<file path="src/rtl/wb_cmsdk_uart_pkg.sv">
// Shared constants for the CMSDK-style UART: register map, bit positions, RX states, ID bytes.
// No logic; imported by wb_cmsdk_uart and wb_cmsdk_uart_rx.
package wb_cmsdk_uart_pkg;

  localparam logic [9:0] ADR_DATA  = 10'h000;
  localparam logic [9:0] ADR_STATE = 10'h001;
  localparam logic [9:0] ADR_CTRL  = 10'h002;
  localparam logic [9:0] ADR_INT   = 10'h003;
  localparam logic [9:0] ADR_BAUD  = 10'h004;

  localparam int ST_TXF = 0;
  localparam int ST_RXF = 1;
  localparam int ST_TXO = 2;
  localparam int ST_RXO = 3;

  localparam int CT_TXEN = 0;
  localparam int CT_RXEN = 1;

  localparam int IN_TX  = 0;
  localparam int IN_RX  = 1;
  localparam int IN_TXO = 2;
  localparam int IN_RXO = 3;

  typedef enum logic [1:0] {
    RX_IDLE,
    RX_START,
    RX_DATA,
    RX_STOP
  } rx_state_t;

  // PID4..7, PID0..3, CID0..3 at the top of the 4 KB window
  function automatic logic [7:0] id_byte(input logic [9:0] adr);
    case (adr)
      10'h3F4: id_byte = 8'h04;
      10'h3F8: id_byte = 8'h21;
      10'h3F9: id_byte = 8'hB8;
      10'h3FA: id_byte = 8'h1B;
      10'h3FC: id_byte = 8'h0D;
      10'h3FD: id_byte = 8'hF0;
      10'h3FE: id_byte = 8'h05;
      10'h3FF: id_byte = 8'hB1;
      default: id_byte = 8'h00;
    endcase
  endfunction

endpackage

</file>
<file path="src/rtl/wb_cmsdk_uart_rx.sv">
// wb_cmsdk_uart_rx: 2-FF synchronised 8N1 receiver with its own baud counter.
// Latency: o_vld pulses one clock after the mid-stop-bit sample; o_ferr qualifies it.
// Backpressure: none; the parent must take the byte on the o_vld pulse.
module wb_cmsdk_uart_rx
  import wb_cmsdk_uart_pkg::*;
#(
  parameter int BAUD_W  = 20,
  parameter int MIN_DIV = 16
) (
  input  logic              i_clk,
  input  logic              i_reset,
  input  logic              i_rxd,
  input  logic              i_en,
  input  logic [BAUD_W-1:0] i_baud,
  output logic [7:0]        o_dat,
  output logic              o_vld,
  output logic              o_ferr
);

  // sync[1] is the synchronised line, sync[2] its previous value for edge detection
  logic [2:0]        sync;
  rx_state_t         state;
  logic [BAUD_W-1:0] cnt;
  logic [2:0]        bitn;
  logic [7:0]        sr;
  logic              baud_ok, rxs, fall, half_done, bit_done;

  assign baud_ok   = i_baud >= BAUD_W'(MIN_DIV);
  assign rxs       = sync[1];
  assign fall      = sync[2] & ~sync[1];
  assign half_done = cnt == (i_baud >> 1) - BAUD_W'(1);
  assign bit_done  = cnt == i_baud - BAUD_W'(1);

  always_ff @(posedge i_clk) begin
    if (i_reset) begin
      sync   <= 3'b111;
      state  <= RX_IDLE;
      cnt    <= '0;
      bitn   <= '0;
      sr     <= '0;
      o_dat  <= '0;
      o_vld  <= 1'b0;
      o_ferr <= 1'b0;
    end else begin
      sync   <= {sync[1:0], i_rxd};
      o_vld  <= 1'b0;
      o_ferr <= 1'b0;
      if (!baud_ok) begin
        state <= RX_IDLE;
        cnt   <= '0;
      end else begin
        case (state)
          RX_IDLE: begin
            if (i_en && fall) begin
              state <= RX_START;
              cnt   <= '0;
            end
          end
          RX_START: begin
            if (half_done) begin
              cnt   <= '0;
              bitn  <= '0;
              state <= rxs ? RX_IDLE : RX_DATA;
            end else begin
              cnt <= cnt + BAUD_W'(1);
            end
          end
          RX_DATA: begin
            if (bit_done) begin
              cnt  <= '0;
              sr   <= {rxs, sr[7:1]};
              bitn <= bitn + 3'd1;
              if (bitn == 3'd7) state <= RX_STOP;
            end else begin
              cnt <= cnt + BAUD_W'(1);
            end
          end
          RX_STOP: begin
            if (bit_done) begin
              cnt    <= '0;
              state  <= RX_IDLE;
              o_vld  <= 1'b1;
              o_ferr <= ~rxs;
              if (rxs) o_dat <= sr;
            end else begin
              cnt <= cnt + BAUD_W'(1);
            end
          end
          default: state <= RX_IDLE;
        endcase
      end
    end
  end

endmodule

</file>
<file path="src/rtl/wb_cmsdk_uart.sv">
// wb_cmsdk_uart: CMSDK-style 8N1 UART on a zero-wait Wishbone slave; CMSDK_UART_ID_REGS_EN adds ID regs.
// Latency: ack same cycle, reads combinational, writes at the acked edge; TX load one clock after TXfull.
// Backpressure: none on the bus; a write to a full TX buffer is dropped and flagged as overrun.
module wb_cmsdk_uart
  import wb_cmsdk_uart_pkg::*;
#(
  parameter int BAUD_W  = 20,
  parameter int MIN_DIV = 16
) (
  input  logic        i_clk,
  input  logic        i_reset,
  input  logic        i_dev_sel,
  input  logic        i_wb_cyc,
  input  logic        i_wb_we,
  input  logic [9:0]  i_wb_adr,
  input  logic [19:0] i_wb_dat,
  output logic [31:0] o_wb_dat,
  output logic        o_wb_ack,
  input  logic        i_rxd,
  output logic        o_txd,
  output logic        o_txen
);

  logic [7:0]        tx_buf, rx_buf, rx_dat;
  logic              tx_full, tx_ovr, rx_full, rx_ovr, rx_vld, rx_ferr;
  logic [6:0]        ctrl;
  logic [3:0]        int_st;
  logic [BAUD_W-1:0] baud;
  logic              tx_busy;
  logic [8:0]        tx_sh;
  logic [3:0]        tx_bit;
  logic [BAUD_W-1:0] tx_cnt;
  logic              wr, rd, baud_ok, tx_load, tx_wr, rx_rd, rx_store;

  assign o_wb_ack = i_dev_sel & i_wb_cyc;
  assign wr       = o_wb_ack & i_wb_we;
  assign rd       = o_wb_ack & ~i_wb_we;
  assign baud_ok  = baud >= BAUD_W'(MIN_DIV);
  assign tx_load  = ctrl[CT_TXEN] & ~tx_busy & tx_full & baud_ok;
  assign tx_wr    = wr && (i_wb_adr == ADR_DATA);
  assign rx_rd    = rd && (i_wb_adr == ADR_DATA);
  assign rx_store = rx_vld & ~rx_ferr;
  assign o_txen   = ctrl[CT_TXEN];

  wb_cmsdk_uart_rx #(.BAUD_W(BAUD_W), .MIN_DIV(MIN_DIV)) u_rx (
    .i_clk   (i_clk),
    .i_reset (i_reset),
    .i_rxd   (i_rxd),
    .i_en    (ctrl[CT_RXEN]),
    .i_baud  (baud),
    .o_dat   (rx_dat),
    .o_vld   (rx_vld),
    .o_ferr  (rx_ferr)
  );

  always_comb begin
    o_wb_dat = '0;
    case (i_wb_adr)
      ADR_DATA:  o_wb_dat[7:0] = rx_buf;
      ADR_STATE: o_wb_dat[3:0] = {rx_ovr, tx_ovr, rx_full, tx_full};
      ADR_CTRL:  o_wb_dat[6:0] = ctrl;
      ADR_INT:   o_wb_dat[3:0] = int_st;
      ADR_BAUD:  o_wb_dat[BAUD_W-1:0] = baud;
      default: begin
`ifdef CMSDK_UART_ID_REGS_EN
        o_wb_dat[7:0] = id_byte(i_wb_adr);
`endif
      end
    endcase
  end

  always_ff @(posedge i_clk) begin
    if (i_reset) begin
      tx_buf  <= '0;
      tx_full <= 1'b0;
      tx_ovr  <= 1'b0;
      rx_buf  <= '0;
      rx_full <= 1'b0;
      rx_ovr  <= 1'b0;
      ctrl    <= '0;
      int_st  <= '0;
      baud    <= '0;
      tx_busy <= 1'b0;
      tx_sh   <= '0;
      tx_bit  <= '0;
      tx_cnt  <= '0;
      o_txd   <= 1'b1;
    end else begin
      // Clears come first so a same-cycle set always wins
      if (wr && i_wb_adr == ADR_CTRL) ctrl <= i_wb_dat[6:0];
      if (wr && i_wb_adr == ADR_BAUD) baud <= i_wb_dat[BAUD_W-1:0];
      if (wr && i_wb_adr == ADR_STATE) begin
        if (i_wb_dat[ST_TXO]) tx_ovr <= 1'b0;
        if (i_wb_dat[ST_RXO]) rx_ovr <= 1'b0;
      end
      if (wr && i_wb_adr == ADR_INT) int_st <= int_st & ~i_wb_dat[3:0];

      if (tx_load) begin
        tx_full       <= 1'b0;
        int_st[IN_TX] <= 1'b1;
      end
      if (tx_wr) begin
        if (tx_full && !tx_load) begin
          tx_ovr         <= 1'b1;
          int_st[IN_TXO] <= 1'b1;
        end else begin
          tx_buf  <= i_wb_dat[7:0];
          tx_full <= 1'b1;
        end
      end

      if (rx_store) begin
        rx_buf        <= rx_dat;
        rx_full       <= 1'b1;
        int_st[IN_RX] <= 1'b1;
        if (rx_full && !rx_rd) begin
          rx_ovr         <= 1'b1;
          int_st[IN_RXO] <= 1'b1;
        end
      end else if (rx_rd) begin
        rx_full <= 1'b0;
      end

      // tx_sh holds D0..D7 then the stop bit; the start bit is driven at load
      if (!baud_ok) begin
        tx_busy <= 1'b0;
        tx_cnt  <= '0;
        o_txd   <= 1'b1;
      end else if (tx_load) begin
        tx_busy <= 1'b1;
        tx_sh   <= {1'b1, tx_buf};
        tx_bit  <= '0;
        tx_cnt  <= '0;
        o_txd   <= 1'b0;
      end else if (tx_busy) begin
        if (tx_cnt == baud - BAUD_W'(1)) begin
          tx_cnt <= '0;
          if (tx_bit == 4'd9) begin
            tx_busy <= 1'b0;
          end else begin
            o_txd  <= tx_sh[0];
            tx_sh  <= {1'b1, tx_sh[8:1]};
            tx_bit <= tx_bit + 4'd1;
          end
        end else begin
          tx_cnt <= tx_cnt + BAUD_W'(1);
        end
      end
    end
  end

endmodule

</file>
<file path="config.mk">
export PLATFORM = sky130hd
export DESIGN_NAME = wb_cmsdk_uart
export DESIGN_NICKNAME = d
export VERILOG_FILES = /design/src/rtl/wb_cmsdk_uart_pkg.sv /design/src/rtl/wb_cmsdk_uart_rx.sv /design/src/rtl/wb_cmsdk_uart.sv
export SDC_FILE = /design/constraint.sdc
export NUM_CORES = 1
export LEC_CHECK = 0
export CORE_AREA = 2 2 153 170
export DETAILED_ROUTE_END_ITERATION = 16
export DIE_AREA = 0 0 155 172
export PLACE_DENSITY_LB_ADDON = 0.15
export SYNTH_ARGS = -nofsm -noshare
export SYNTH_HDL_FRONTEND = slang
export SYNTH_SLANG_ARGS = --single-unit
</file>
<file path="constraint.sdc">
create_clock -name i_clk -period 7.2 [get_ports i_clk]
set_input_delay 1.08 -clock i_clk [delete_from_list [all_inputs] [get_ports i_clk]]
set_output_delay 1.08 -clock i_clk [all_outputs]
set_load 0.005 [all_outputs]
</file>
* Word level (Yosys, flattened, before mapping)
Index checks and enable logic that the tools add are counted.
Cells by class: add/sub/neg operators 6, $mul 0, divide/modulo/power cells 0, magnitude comparators 1, equality and inequality tests 18, shifts and indexed selects 0, muxes and demuxes 56, bitwise gates (word level) 18, reductions and logical operators 31
Operator list (number):
- $mux 20 | 4
- $eq 20x20->1 | 3
- $pmux 20 s3 | 1
- $add 20x1->20 const B | 2
- $mux 9 | 4
- $mux 1 | 28
- $eq 10x2->1 const B | 2
- $ge 20x5->1 const B | 1
- $mux 4 | 5
- $pmux 4 s5 | 1
- $sub 19x1->20 const B | 1
- $sub 20x1->20 const B | 1
- $mux 12 | 1
- $mux 2 | 6
- $reduce_and 4->1 | 3
- $reduce_bool 2->1 | 6
- $eq 10x1->1 const B | 1
- $eq 10x3->1 const B | 1
- $logic_not 10->1 | 1
- $ne 2x1->1 const B | 5
- $logic_and 1x1->1 | 9
- $pmux 3 s3 | 1
- $and 1x1->1 | 8
- $not 1->1 | 8
- 21 further kinds | 27
Storage, ports and cells: bits in registers 132, latch bits 0, RAM bits 0, memory bits (read-only) 0, input bits 36, output and inout bits 35, logic and storage cells 154, memories kept 0

* Logic depth before layout (Yosys ltp)
Gate-level depths: netlist of the first run.
depth after elaboration 8, mapped depth 14

* Hierarchy
A second synthesis of the first run with hierarchy kept.
Unflattened totals: cells, all modules 1033, area total of the unflattened synthesis 8157.8 sq um
Modules (own cells, without submodules):
- wb_cmsdk_uart | instances 1, cells each 587, area each 4675.7 sq um, seq. area each 1721.7 sq um
- wb_cmsdk_uart_rx | instances 1, cells each 446, area each 3482.1 sq um, seq. area each 920.9 sq um

* Least setup slack after synthesis of the first run
No wires, ideal clock.
path type input-to-output, from in i_wb_adr[7], to out o_wb_dat[4], arrival 2.421 ns, required time 6.120 ns, slack 3.699 ns, cell stages on the path 7, path buffers 1, path through nor4_1 > nand2_1 > or2_2 > nor3_1 > clkbuf_1 > a222oi_1 > inv_1
On the way: word-level cells in the longest chain between the ends 2, elaborated cells on any way between the ends 4, those cells by class eq/ne: 2; mux: 1; reduce/logical: 1
Ends and longest elaborated chain:
- from (decl) | line wb_cmsdk_uart.sv:15 | input logic [9:0] i_wb_adr,
- $eq 10x3->1, or another cell as far along | line wb_cmsdk_uart.sv:58 | case (i_wb_adr)
- $pmux 3 s3 * | line wb_cmsdk_uart.sv:58
- to (decl) | line wb_cmsdk_uart.sv:17 | output logic [31:0] o_wb_dat,
Mark *: on every way between the ends. The rest lies on a longest branch, timed or not.

* Final worst setup path of the first run
from in i_wb_adr[7], to out o_wb_dat[1]
On the way: word-level cells in the longest chain between the ends 2, elaborated cells on any way between the ends 6, those cells by class eq/ne: 4; mux: 1; reduce/logical: 1
Ends and longest elaborated chain (line):
- $eq 10x3->1, or another cell as far along | wb_cmsdk_uart.sv:58
- $pmux 4 s5 * | wb_cmsdk_uart.sv:58
Marked as above.

==> results of run 1 <==
==> cells in the final DEF (no fill, tap or decap), types with 29 or more instances in the layout <==
cell type	netlist	routed
xnor2_1	44	44
xor2_1	38	38
clkdlybuf4s50_1	0	57
nand2b_1	29	29
nand2_1	152	152
o21ai_0	29	29
dfxtp_1	132	132
nor2_1	80	80
nand3_1	39	39
a21oi_1	75	75
==> synthesized netlist by cell type (20+ instances only) <==
| master | instances |
|---|---|
| xnor2_1 | 44 |
| dfxtp_1 | 132 |
| nor2_1 | 80 |
| xor2_1 | 38 |
| nor3_1 | 27 |
| inv_1 | 25 |
| nand2_1 | 152 |
| nand4_1 | 23 |
| a21oi_1 | 75 |
| o21ai_0 | 29 |
| nand3_1 | 39 |
| nor2b_1 | 25 |
| and2_1 | 20 |
| nand2b_1 | 29 |
| mux2i_1 | 25 |
| clkbuf_1 | 57 |
==> final timing paths <==
path / endpoint / slack, ns / depth (start not counted)
worst max-delay path: o_wb_dat[1] / 2.38 / 7
worst min-delay path: u_rx.sync[1] / 0.42 / 1
worst max register to register: u_rx.cnt[3] / 2.92 / 10
worst min register to register: u_rx.sync[1] / 0.42 / 1
==> sequential cells by signal, summed over array words and instances, names as in the netlist, named ones only <==
| name | cells |
|---|---|
| baud | 20 |
| ctrl | 7 |
| int_st | 4 |
| o_txd | 1 |
| rx_buf | 8 |
| rx_full | 1 |
| rx_ovr | 1 |
| tx_bit | 4 |
| tx_buf | 8 |
| tx_busy | 1 |
| tx_cnt | 20 |
| tx_full | 1 |
| tx_ovr | 1 |
| tx_sh | 9 |
| u_rx.bitn | 3 |
| u_rx.cnt | 20 |
| u_rx.o_dat | 8 |
| u_rx.o_ferr | 1 |
| u_rx.o_vld | 1 |
| u_rx.sr | 8 |
| u_rx.state | 1 |
| u_rx.sync | 3 |
==> per-stage QoR <==
step           area, um2  setup slack (ns)  instances
6_report            9850              2.38       1420
3_5_place_dp        9230              2.32       1388
5_1_grt             9850              2.08       1420
4_1_cts             9850              2.29       1420
3_3_place_gp        9230              2.38       1388
2_1_floorplan       8610              3.70       1099
==> power by group through the flow <==
stage | Sequential, W | Combinational (W) | Clock [W]
finish | 0.000732 | 0.0000435 | 0.000936
global route | 0.000732 | 0.0000477 | 0.000983
CTS | 0.000732 | 0.0000438 | 0.000960
detailed placement | 0.000749 | 0.0000437 | 0
global placement | 0.000749 | 0.0000439 | 0
floorplan | 0.000748 | 0.0000226 | 0
==> logic make-up (layout without fill, tap and decap cells) <==
group | Yosys count | count (layout)
buffers and inverters | 121 | 127
XOR/XNOR | 89 | 89
multiplexers | 37 | 37
other | 1 | 12
AO/OA/AOI/OAI | 208 | 208
adder cells (fa/ha/maj) | 12 | 12
flip-flops | 132 | 132
AND/OR/NAND/NOR | 488 | 488
==> area by class of cell <==
type,instances,area (um2)
timing repair buffer,69,661
clock inverter,14,190
multi-input combinational,846,5440
fill,2526,15100
tap,315,394
clock buffer,18,429
inverter,26,97.6
sequential,132,2640
==> metal layers <==
layer,global-route usage,vias to the layer above,share of wire
met5,0,-,0
met4,0.0624,0,0.019
met3,0.0281,30,0.034
met2,0.343,165,0.49
met1,0.253,3655,0.46
li1,-,3838,-
==> metrics.cfg, run 1 <==
[clock_network]
cts_setup_buffers = 0
clk_latency_ns = 0.43
cts_resized = 0
root_buffer = clkbuf_16
clock_sinks = 132
htreeDepth = 4
hold_buffers = 0
cts_tree = done
clockBufferDepth = 2
cts_buffers = 17
clk_pin_slew_worst_paths_ns = 0.07

[global_route]
grt_max_degree = 69
antenna_found_initial = 0
grt_pass1_vias = 7273
grt_pass1_wl_um = 40900
overflow = 0
grt_usage = 0.197

[setup_path]
cp_num_buf_inv = 3
worstSetupEndpointType = output pin
worstPathArrival_ns = 3.74
worstPathRequired_ns = 6.12
path_common_cell = clkdlybuf4s50_1
setup.worst_path.start_class = input port
slowest_stage = nor4b_2
reg2reg_from = baud[1]
crit_fanout = 13
crit_path_start = i_wb_adr[7]
crit_path_max_incr_delay_ns = 0.78
cp_top_family = buffers and inverters
path_class = input port to output pin
crit_path_cell_trace = clkdlybuf4s50_1 -> nor4_1 -> nand2_1 -> nor4b_2 -> buf_4 -> a221o_1 -> clkdlybuf4s50_1

[synth]
synth.avg_cell_area_um2 = 7.87
ys_types = 82
ys.flop_type = dfxtp_1
synth-edff-count = 0
synth_top_family_by_area = simple AND/OR/NAND/NOR gates
yosysTopAreaCellShare = 0.308
synth_adder_area_share = 0.0175
muxShareOfSynthArea = 0.0450
ys_ff_latch = 132
synth-compound-area-share = 0.164
synthArstFlopShare = 0
syn_inst = 1088
synth_top_cells_by_area = dfxtp_1 (31%), nand2_1 (6.7%), xnor2_1 (4.5%), a21oi_1 (4.4%), xor2_1 (3.9%)
yosys_warnings = 0
synthXorXnorAreaFrac = 0.103
synth_area_mm2 = 0.00857
synth-simple-area-share = 0.300
yosys.area.top_type = dfxtp_1
yosysSeqAreaShare = 0.308

[flow_run]
maxCapViolations = 0

[place]
place_hpwl_um = 18600
gp_congestion = 0.898
port_buffers = 58

[power_and_ir_drop]
swShare = 0.234
power.density_mw_per_mm2 = 174
clkPwrFrac = 0.547
power.net_switching_w = 0.000401
p_comb_frac = 0.025
power_leakage_nw = 3.56
p_int_w = 0.00131
power_w = 0.00171
vdd_drop_max_mv = 0.156
seqPwrFrac = 0.428

[route]
wl_um = 25800
drtAntennaViolNets = 0
wire_per_inst_um = 18.2
routed_via_density = 5.41
drt_iter0_drc = 541
drc = 0
via_count = 7688
dr.pass1.iters = 5

[die]
io_pins = 71
core_mm2 = 0.0250
rows = 61
die_w_um = 155
die-area_mm2 = 0.0267
die_y_um = 172
initial_utilization = 0.343

[worst_hold_path]
hp-class = flop to flop
hp-start = u_rx.sync[0]

[timing]
whs_ns = 0.416
hold_viol_final = 0
finClkSkew_ns = 0.0199
post-route-period-util = 0.670
fin_tns_setup_ns = 0
rsz0062_at_grt = false
fin_crit_ns = 4.82
worst_slew_pin_slew_ns = 1.07
maxSlewViolCount = 0
fmax_mhz = 207
setup_viol = 0
slew_headroom = 0.286

[layout]
fin_util = 0.395
drive_gt1_frac = 0.0724
antenna_cells = 0
area_growth_pct = 15.0
nNetsFinal = 1140

[status]
outcome = finished clean

Note: power is estimated with default switching activity, not from simulation.
==> run 2, diff against run 1 <==
- clock period: 7.2 -> 5.1 ns (I/O delays scaled with it)
==> run 2 against run 1 <==
  * First-iteration DRC count up 34%
  * Combinational power up 41%
  * Count of clock-buffer cells in the layout unchanged
  * Critical path type is now flop to flop
==> metrics.cfg, run 2 (same netlist as run 1, synthesis figures left out) <==
[status]
outcome = finished clean  ; unchanged

[clock_network]
clock_sinks = 132  ; unchanged
cts_setup_buffers = 0  ; unchanged
htreeDepth = 4  ; unchanged
clockBufferDepth = 2  ; unchanged
clk_latency_ns = 0.43  ; about the same
cts_resized = 0  ; unchanged
hold_buffers = 0  ; unchanged
cts_tree = done  ; unchanged
root_buffer = clkbuf_16  ; unchanged
cts_buffers = 17  ; unchanged
clk_pin_slew_worst_paths_ns = 0.06  ; was 0.07 ns

[global_route]
overflow = 0  ; unchanged
grt_pass1_vias = 7749  ; was 7273
grt_usage = 0.210  ; was 0.197
grt_pass1_wl_um = 43600  ; was 40900 um
grt_max_degree = 91  ; was 69
antenna_found_initial = 0  ; unchanged

[layout]
regArea_mm2 = 0.00264  ; unchanged
multi_input_area_mm2 = 0.00544  ; unchanged
finalInstanceArea_mm2 = 0.00995  ; was 0.00985 mm2
nNetsFinal = 1152  ; was 1140
antenna_cells = 0  ; unchanged
most-common-layout-cells = nand2_1 (152), dfxtp_1 (132), nor2_1 (80)  ; unchanged
area_growth_pct = 16.2  ; was 15.0%
drive_gt1_frac = 0.0824  ; was 0.0724
fillers = 2513  ; was 2526
largest_registers = baud: 20 flops, tx_cnt: 20 flops, u_rx.cnt: 20 flops  ; unchanged
final_common_cell = nand2_1  ; unchanged

[timing]
rsz0062_at_grt = false  ; unchanged
hold_viol_final = 0  ; unchanged
slew_headroom = 0.260  ; was 0.286
fin_tns_setup_ns = 0  ; unchanged
post-route-period-util = 0.826
fin_crit_ns = 4.21
fmax_mhz = 237
finClkSkew_ns = 0.0117  ; was 0.0199 ns
worst_slew_pin_slew_ns = 1.11  ; was 1.07 ns
maxSlewViolCount = 0  ; unchanged
setup_viol = 0  ; unchanged

[die]
rows = 61  ; unchanged
die_w_um = 155  ; unchanged
die_y_um = 172  ; unchanged
core_mm2 = 0.0250  ; unchanged
initial_utilization = 0.343  ; unchanged
die-area_mm2 = 0.0267  ; unchanged
io_pins = 71  ; unchanged

[power_and_ir_drop]
power_w = 0.00245  ; was 0.00171 W
power_leakage_nw = 3.64  ; was 3.56 nW
vdd_drop_max_mv = 0.190  ; was 0.156 mV
power.density_mw_per_mm2 = 246  ; was 174 mW/mm2

[place]
dpl_cell_area_mm2 = 0.00932  ; was 0.00923 mm2
port_buffers = 58  ; unchanged
gp_congestion = 0.875  ; was 0.898
place_hpwl_um = 19600  ; was 18600 um

[route]
routed_via_density = 5.56  ; was 5.41
drc = 0  ; unchanged
drtAntennaViolNets = 0  ; unchanged
via_count = 7960  ; was 7688
wl_um = 27300  ; was 25800 um
drt_iter0_drc = 726  ; was 541
dr.pass1.iters = 5  ; unchanged
wire_per_inst_um = 19.1  ; was 18.2 um

[setup_path]
worstPathRequired_ns = 5.42  ; was 6.12 ns
worstPathArrival_ns = 4.53  ; was 3.74 ns
worstSetupEndpointType = flop  ; was output pin
setup.worst_path.start_class = flop  ; was input port
path_class = flop to flop  ; was input port to output pin
crit_fanout = 15  ; was 13

[flow_run]
maxCapViolations = 0  ; unchanged

[worst_hold_path]
hp-class = flop to flop  ; unchanged

-- run 2: cell types whose count changed in the layout (fill, tap and decap cells not counted) --
cell and change:
buf_4 +12, inv_8 -3, clkinv_4 +2, clkinvlp_4 -2
bufinv_16 +1, clkbuf_1 -1, clkbuf_8 +1, clkinv_2 +1
-- run 2: cell type report --
cell class,instances,area share
Sequential cell,132,0.265
Inverter,26,0.00980
Timing Repair Buffer,81,0.0754
Multi-Input combinational cell,846,0.546
Tap cell,315,0.0396
Clock inverter,13,0.0195
Clock buffer,18,0.0441
-- run 2: worst max-delay path, stage by stage (launching register included) --
cell	delay (ns)
dfxtp_1	0.59
nor4_2	0.88
nand4_1	0.31
xor2_1	0.39
xnor2_1	0.15
or4_1	0.63
nor4_4	0.57
o21ai_4	0.21
mux2_1	0.36
-- run 2: where the power goes --
| part | internal [W] | leakage, nW | total, W | switching [W] |
|---|---|---|---|---|
| clock network | 0.000837 | 0.308 | 0.00135 | 0.000517 |
| logic | 0.0000318 | 2.26 | 0.0000615 | 0.0000297 |
| registers | 0.00103 | 1.06 | 0.00103 | 0.00000131 |
| total | 0.00190 | 3.64 | 0.00245 | 0.000548 |
-- run 2: routing by layer --
| layer | GRT usage | vias to the layer above | share of wire |
|---|---|---|---|
| met5 | 0 | - | 0 |
| met4 | 0.0918 | 0 | 0.031 |
| met3 | 0.0326 | 58 | 0.051 |
| met2 | 0.357 | 242 | 0.48 |
| met1 | 0.264 | 3796 | 0.44 |
| li1 | - | 3864 | - |
-- run 2: path summary, 6_finish.rpt --
check	cells after the start	to	from	slack [ns]
worst max-delay path	8	tx_sh[3]	baud[7]	0.89
worst min-delay path	1	u_rx.sync[1]	u_rx.sync[0]	0.42
worst max register to register	8	tx_sh[3]	baud[7]	0.89
worst min register to register	1	u_rx.sync[1]	u_rx.sync[0]	0.42
-- run 2: through the flow --
| stage | std cells | hold slack [ns] | setup WS (ns) | utilization |
|---|---|---|---|---|
| floorplan | 1099 | 0.389 | 1.70 | - |
| global placement | 1400 | 0.406 | 0.960 | 0.373 |
| detailed placement | 1400 | 0.405 | 1.02 | 0.373 |
| CTS | 1431 | 0.427 | 1.00 | 0.399 |
| global route | 1431 | 0.439 | 0.734 | 0.399 |
| finish | 1431 | 0.421 | 0.889 | 0.399 |
